**src/rtl/irq_pkg.sv**
```systemverilog
// Shared constants and FSM state type for the interrupt pending/arbitration path.
package irq_pkg;

    localparam int N_REQ = 8;
    localparam int IDX_W = 3;

    typedef enum logic {
        ST_IDLE    = 1'b0,
        ST_PRESENT = 1'b1
    } irq_state_t;

endpackage

```
**src/rtl/irq_prio_enc.sv**
```systemverilog
// Combinational priority encoder: highest set bit of eligible wins; zero input gives idx=0, any=0.
module irq_prio_enc
    import irq_pkg::*;
(
    input  logic [N_REQ-1:0] eligible,
    output logic [IDX_W-1:0] idx,
    output logic             any
);

    always_comb begin
        idx = '0;
        any = 1'b0;
        // Ascending scan so the last (highest) set bit overrides lower ones.
        for (int unsigned i = 0; i < N_REQ; i++) begin
            if (eligible[i]) begin
                idx = IDX_W'(i);
                any = 1'b1;
            end
        end
    end

endmodule

```
**src/rtl/irq_pend_arbiter.sv**
```systemverilog
// Interrupt pending register, enable mask, overrun tracking and valid/ready vector presentation.
module irq_pend_arbiter #(
    parameter int               N_REQ     = irq_pkg::N_REQ,
    parameter int               IDX_W     = irq_pkg::IDX_W,
    parameter bit               EDGE_MODE = 1'b1,
    parameter logic [N_REQ-1:0] MASK_RST  = 8'hFF
) (
    input  logic             clk,
    input  logic             rst,
    input  logic [N_REQ-1:0] req_in,
    input  logic             mask_we,
    input  logic [N_REQ-1:0] mask_din,
    output logic             irq_valid,
    input  logic             irq_ready,
    output logic [IDX_W-1:0] irq_idx,
    output logic             any_pend,
    output logic [N_REQ-1:0] pend_out,
    output logic [N_REQ-1:0] ovf,
    input  logic [N_REQ-1:0] ovf_clr
);
    import irq_pkg::*;

    logic [N_REQ-1:0] req_q;
    logic [N_REQ-1:0] pending;
    logic [N_REQ-1:0] mask;
    logic [N_REQ-1:0] evt;
    logic [N_REQ-1:0] clr_vec;
    logic [N_REQ-1:0] ovf_set;
    logic [N_REQ-1:0] eligible;
    logic [IDX_W-1:0] sel_idx;
    logic             sel_any;
    logic             accept;
    logic             load_idx;

    irq_state_t state, state_nxt;

    assign evt      = EDGE_MODE ? (req_in & ~req_q) : req_in;
    assign accept   = (state == ST_PRESENT) && irq_ready;
    assign eligible = pending & mask;

    always_comb begin
        clr_vec = '0;
        if (accept) clr_vec[irq_idx] = 1'b1;
    end

    // A pending line hit again counts as lost unless it is being retired this same edge.
    assign ovf_set = EDGE_MODE ? (evt & pending & ~clr_vec) : '0;

    irq_prio_enc u_enc (
        .eligible (eligible),
        .idx      (sel_idx),
        .any      (sel_any)
    );

    always_ff @(posedge clk) begin
        if (rst) begin
            req_q   <= '0;
            pending <= '0;
            ovf     <= '0;
            mask    <= MASK_RST;
        end else begin
            req_q   <= req_in;
            pending <= (pending & ~clr_vec) | evt;
            ovf     <= (ovf & ~ovf_clr) | ovf_set;
            if (mask_we) mask <= mask_din;
        end
    end

    always_comb begin
        state_nxt = state;
        load_idx  = 1'b0;
        unique case (state)
            ST_IDLE: begin
                if (sel_any) begin
                    load_idx  = 1'b1;
                    state_nxt = ST_PRESENT;
                end
            end
            ST_PRESENT: begin
                if (irq_ready) state_nxt = ST_IDLE;
            end
            default: state_nxt = ST_IDLE;
        endcase
    end

    always_ff @(posedge clk) begin
        if (rst) begin
            state   <= ST_IDLE;
            irq_idx <= '0;
        end else begin
            state <= state_nxt;
            if (load_idx) irq_idx <= sel_idx;
        end
    end

    assign irq_valid = (state == ST_PRESENT);
    assign any_pend  = |pending;
    assign pend_out  = pending;

endmodule
```
**config.mk**
```make
export PLATFORM = sky130hd
export DESIGN_NAME = irq_pend_arbiter
export DESIGN_NICKNAME = d
export VERILOG_FILES = /design/src/rtl/irq_pkg.sv /design/src/rtl/irq_prio_enc.sv /design/src/rtl/irq_pend_arbiter.sv
export SDC_FILE = /design/constraint.sdc
export NUM_CORES = 1
export LEC_CHECK = 0
export BUFFER_PORTS_ARGS = -buffer_cell sky130_fd_sc_hd__buf_4
export CAP_MARGIN = 20
export CORE_ASPECT_RATIO = 1.25
export CORE_MARGIN = 3
export CORE_UTILIZATION = 50
export DETAILED_ROUTE_END_ITERATION = 6
export HOLD_SLACK_MARGIN = 0.12
export PLACE_DENSITY_LB_ADDON = 0.15
export SLEW_MARGIN = 15
export SYNTH_ARGS = -nofsm -noshare
export SYNTH_HDL_FRONTEND = slang
export SYNTH_SLANG_ARGS = --single-unit
```
**constraint.sdc**
```tcl
create_clock -name clk -period 3.3 [get_ports clk]
set_input_delay 0.33 -clock clk [delete_from_list [all_inputs] [get_ports clk]]
set_output_delay 0.33 -clock clk [all_outputs]
set_load 0.1 [all_outputs]
```
==> results.yml <==
finish:
  drive_gt1_frac: 0.340
  area_growth_pct: 30.2
  finish.net_count: 221
  final_standard_cell_utilization_of_the_core: 0.694
  antenna-diode-count: 0
power:
  power_density_over_the_cells_nw_per_um2: 549
  worst_vdd_drop_mv: 0.418
  seqPwrFrac: 0.483
  p_sw_mw: 0.375
  power.combinational.fraction: 0.291
  sw_frac_of_total: 0.360
  cellInternalPower_mw: 0.666
  power.share.clock: 0.226
  total_power_mw: 1.04
  p_leak_nw: 0.793
die:
  design.portCount: 49
  die-width_um: 54.3
  floorplan.die_area_um2: 3600
  starting_density: 0.533
  dieHeight_um: 66.3
  num_rows: 21
  core_area_um2: 2730
critical_path:
  critical_path_class: "flop to primary output"
  worst-endpoint-required_ns: 2.97
  worstPathBufferInverterCount: 1
  critical_path.top_delay_family: "simple AND/OR/NAND/NOR gates"
  timing.critical_path.from_type: "flop"
  rrSetupSlack_ns: 1.97
  critPathCaptureType: "primary output"
  critical_path.slowest_cell: "dfxtp_1"
  max_stage_delay_ns: 0.39
  critical_path_cell_by_cell: "nor4_1 -> nand2_1 -> buf_4"
  timing.critical_path.fanout_max: 5
  critical_path_arrival_ns: 1.40
clocking:
  ctsHtreeMaxLevel: 2
  tritoncts.num_buffers: 5
  clkTransAtPathRegs_ns: 0.10
  root_buffer: "clkbuf_4"
  cts_tree: "built"
  clock_tree.buffer_depth: 2
  worst_skew_pair.late_latency_ns: 0.33
  cts_resized: 0
  cts_sinks: 36
  holdBufCountCts: 0
  postcts_setup_bufs: 0
drt:
  drtAntennaViolNets: 0
  detail_route.first_pass.iterations: 4
  routed.top_layer: "met4"
  drt-initial-drc-count: 30
  detailroute.wirelength.met2_mm: 1.59
  met1_length_mm: 1.27
  drcViolationCount: 0
  drt-wirelength-per-cell_um: 14.0
  post_drt_via_cell_ratio: 5.42
  routed_wire_length_mm: 3.18
  via_count: 1235
  wl_met3_um: 257
run_status:
  result_of_the_run: "finished, final reports clean"
global_route:
  antenna_violations_before_repair: 0
  grt.total_usage: 0.201
  grt_max_degree: 37
  number_of_global_route_vias_before_repair: 1256
  grt_first_pass_wirelength_mm: 5.28
  grt.overflow.total: 0
sta:
  report.final.setup_viol: 0
  max_freq_mhz: 578
  clock-skew-final_ns: 0.00609
  worst_slew_margin_rel: 0.736
  totalNegativeSetupSlack_ns: 0
  grt_setup_unrepaired: "false"
  maxSlewViolCount: 0
  tightest_slew_ns: 0.396
  timing.final.crit_period_ns: 1.73
  finalHoldViolCount: 0
  min_period_over_period: 0.524
synthesis:
  synth_sequential_area_ratio: 0.495
  ys_dominant_reg_cell: "dfxtp_1"
  post_synth_instance_area_um2: 1460
  synthDistinctLibCells: 27
  most_numerous_cell_in_the_yosys_netlist: "dfxtp_1"
  synthesized_nets: 171
  synth.top_cells.by_area: "dfxtp_1 (49%), nor2b_1 (9.5%), nand2b_1 (5.2%)"
  ys_top_cells_by_count: "dfxtp_1 (36), nor2b_1 (22), nand2b_1 (12)"
  synth_enable_flop_cells: 0
  synth-seq-cells: 36
  synth_area_per_cell_um2: 10.2
  share_of_the_synthesized_area_in_the_top_cell_type: 0.495
  synthesis.yosys.warnings: 0
  synthesis.instances: 143
  synthDominantAreaCellType: "dfxtp_1"
  postSynth.asyncResetShare: 0
flow_run:
  cap_violations: 0
placed_design:
  place.detailed.hpwl_mm: 2.40
  place_congestion: 0.769
  portBuffers: 48
hold_path:
  class_of_the_worst_hold_path: "input pin to flop"
==> cell type report <==
type	instances	area, um^2
fill	228	836
sequential	36	721
inverter	8	30.0
timing repair buffer	48	360
clock buffer	8	58.8
tap	34	42.5
multi-input combinational	94	684
==> placed cells by master (no fill, tap or decap), types with 6 or more instances in the layout <==
cell | Yosys | routed
a211o_1 | 8 | 8
nand2b_1 | 12 | 12
dfxtp_1 | 36 | 36
a21oi_1 | 9 | 9
o22ai_1 | 8 | 8
nor2b_1 | 22 | 22
buf_4 | 0 | 48
inv_1 | 8 | 8
o21ai_1 | 6 | 6
==> power by group through the flow <==
stage               Combinational [mW]  Clock, mW  Sequential, mW
floorplan                       0.0961          0           0.639
global placement                 0.298          0           0.510
detailed placement               0.303          0           0.512
CTS                              0.305      0.243           0.502
global route                     0.320      0.264           0.508
finish                           0.303      0.236           0.503
==> path summary, 6_finish.rpt <==
check              startpoint  depth (start not counted)    endpoint
setup / recovery  pend_out[4]                          3    any_pend
hold / removal    mask_din[1]                          2     mask[1]
setup reg to reg  pend_out[3]                          4  irq_idx[1]
hold reg to reg    irq_idx[2]                          2  irq_idx[2]
==> sequential cells by signal, indices dropped and copies added (netlist names) <==
signal,count
mask,8
ovf,8
pend_out,8
req_q,8
irq_idx,3
irq_valid,1
==> per-layer routing <==
| metal | vias to the layer above | global-route usage |
|---|---|---|
| met5 | - | 0 |
| met4 | 0 | 0.0810 |
| met3 | 8 | 0.0767 |
| met2 | 41 | 0.331 |
| met1 | 575 | 0.227 |
| li1 | 611 | - |
==> kinds of logic (layout without fill, tap and decap cells) <==
logic type | count (synthesis) | count (layout) | synth area share
AND/OR/NAND/NOR | 49 | 49 | 0.213
flip-flops | 36 | 36 | 0.495
AO/OA/AOI/OAI | 45 | 45 | 0.257
buffers and inverters | 13 | 64 | 0.0352
==> per-stage QoR <==
stage | hold WS (ns) | setup WS [ns] | cell area, um^2 | std cells
finish | 0.196 | 1.57 | 1900 | 228
global route | 0.177 | 1.50 | 1900 | 228
CTS | 0.188 | 1.56 | 1900 | 228
detailed placement | 0.517 | 1.94 | 1840 | 220
global placement | 0.504 | 2.01 | 1840 | 220
floorplan | 0.425 | 1.09 | 1460 | 143
Note: power is estimated with default switching activity, not from simulation.
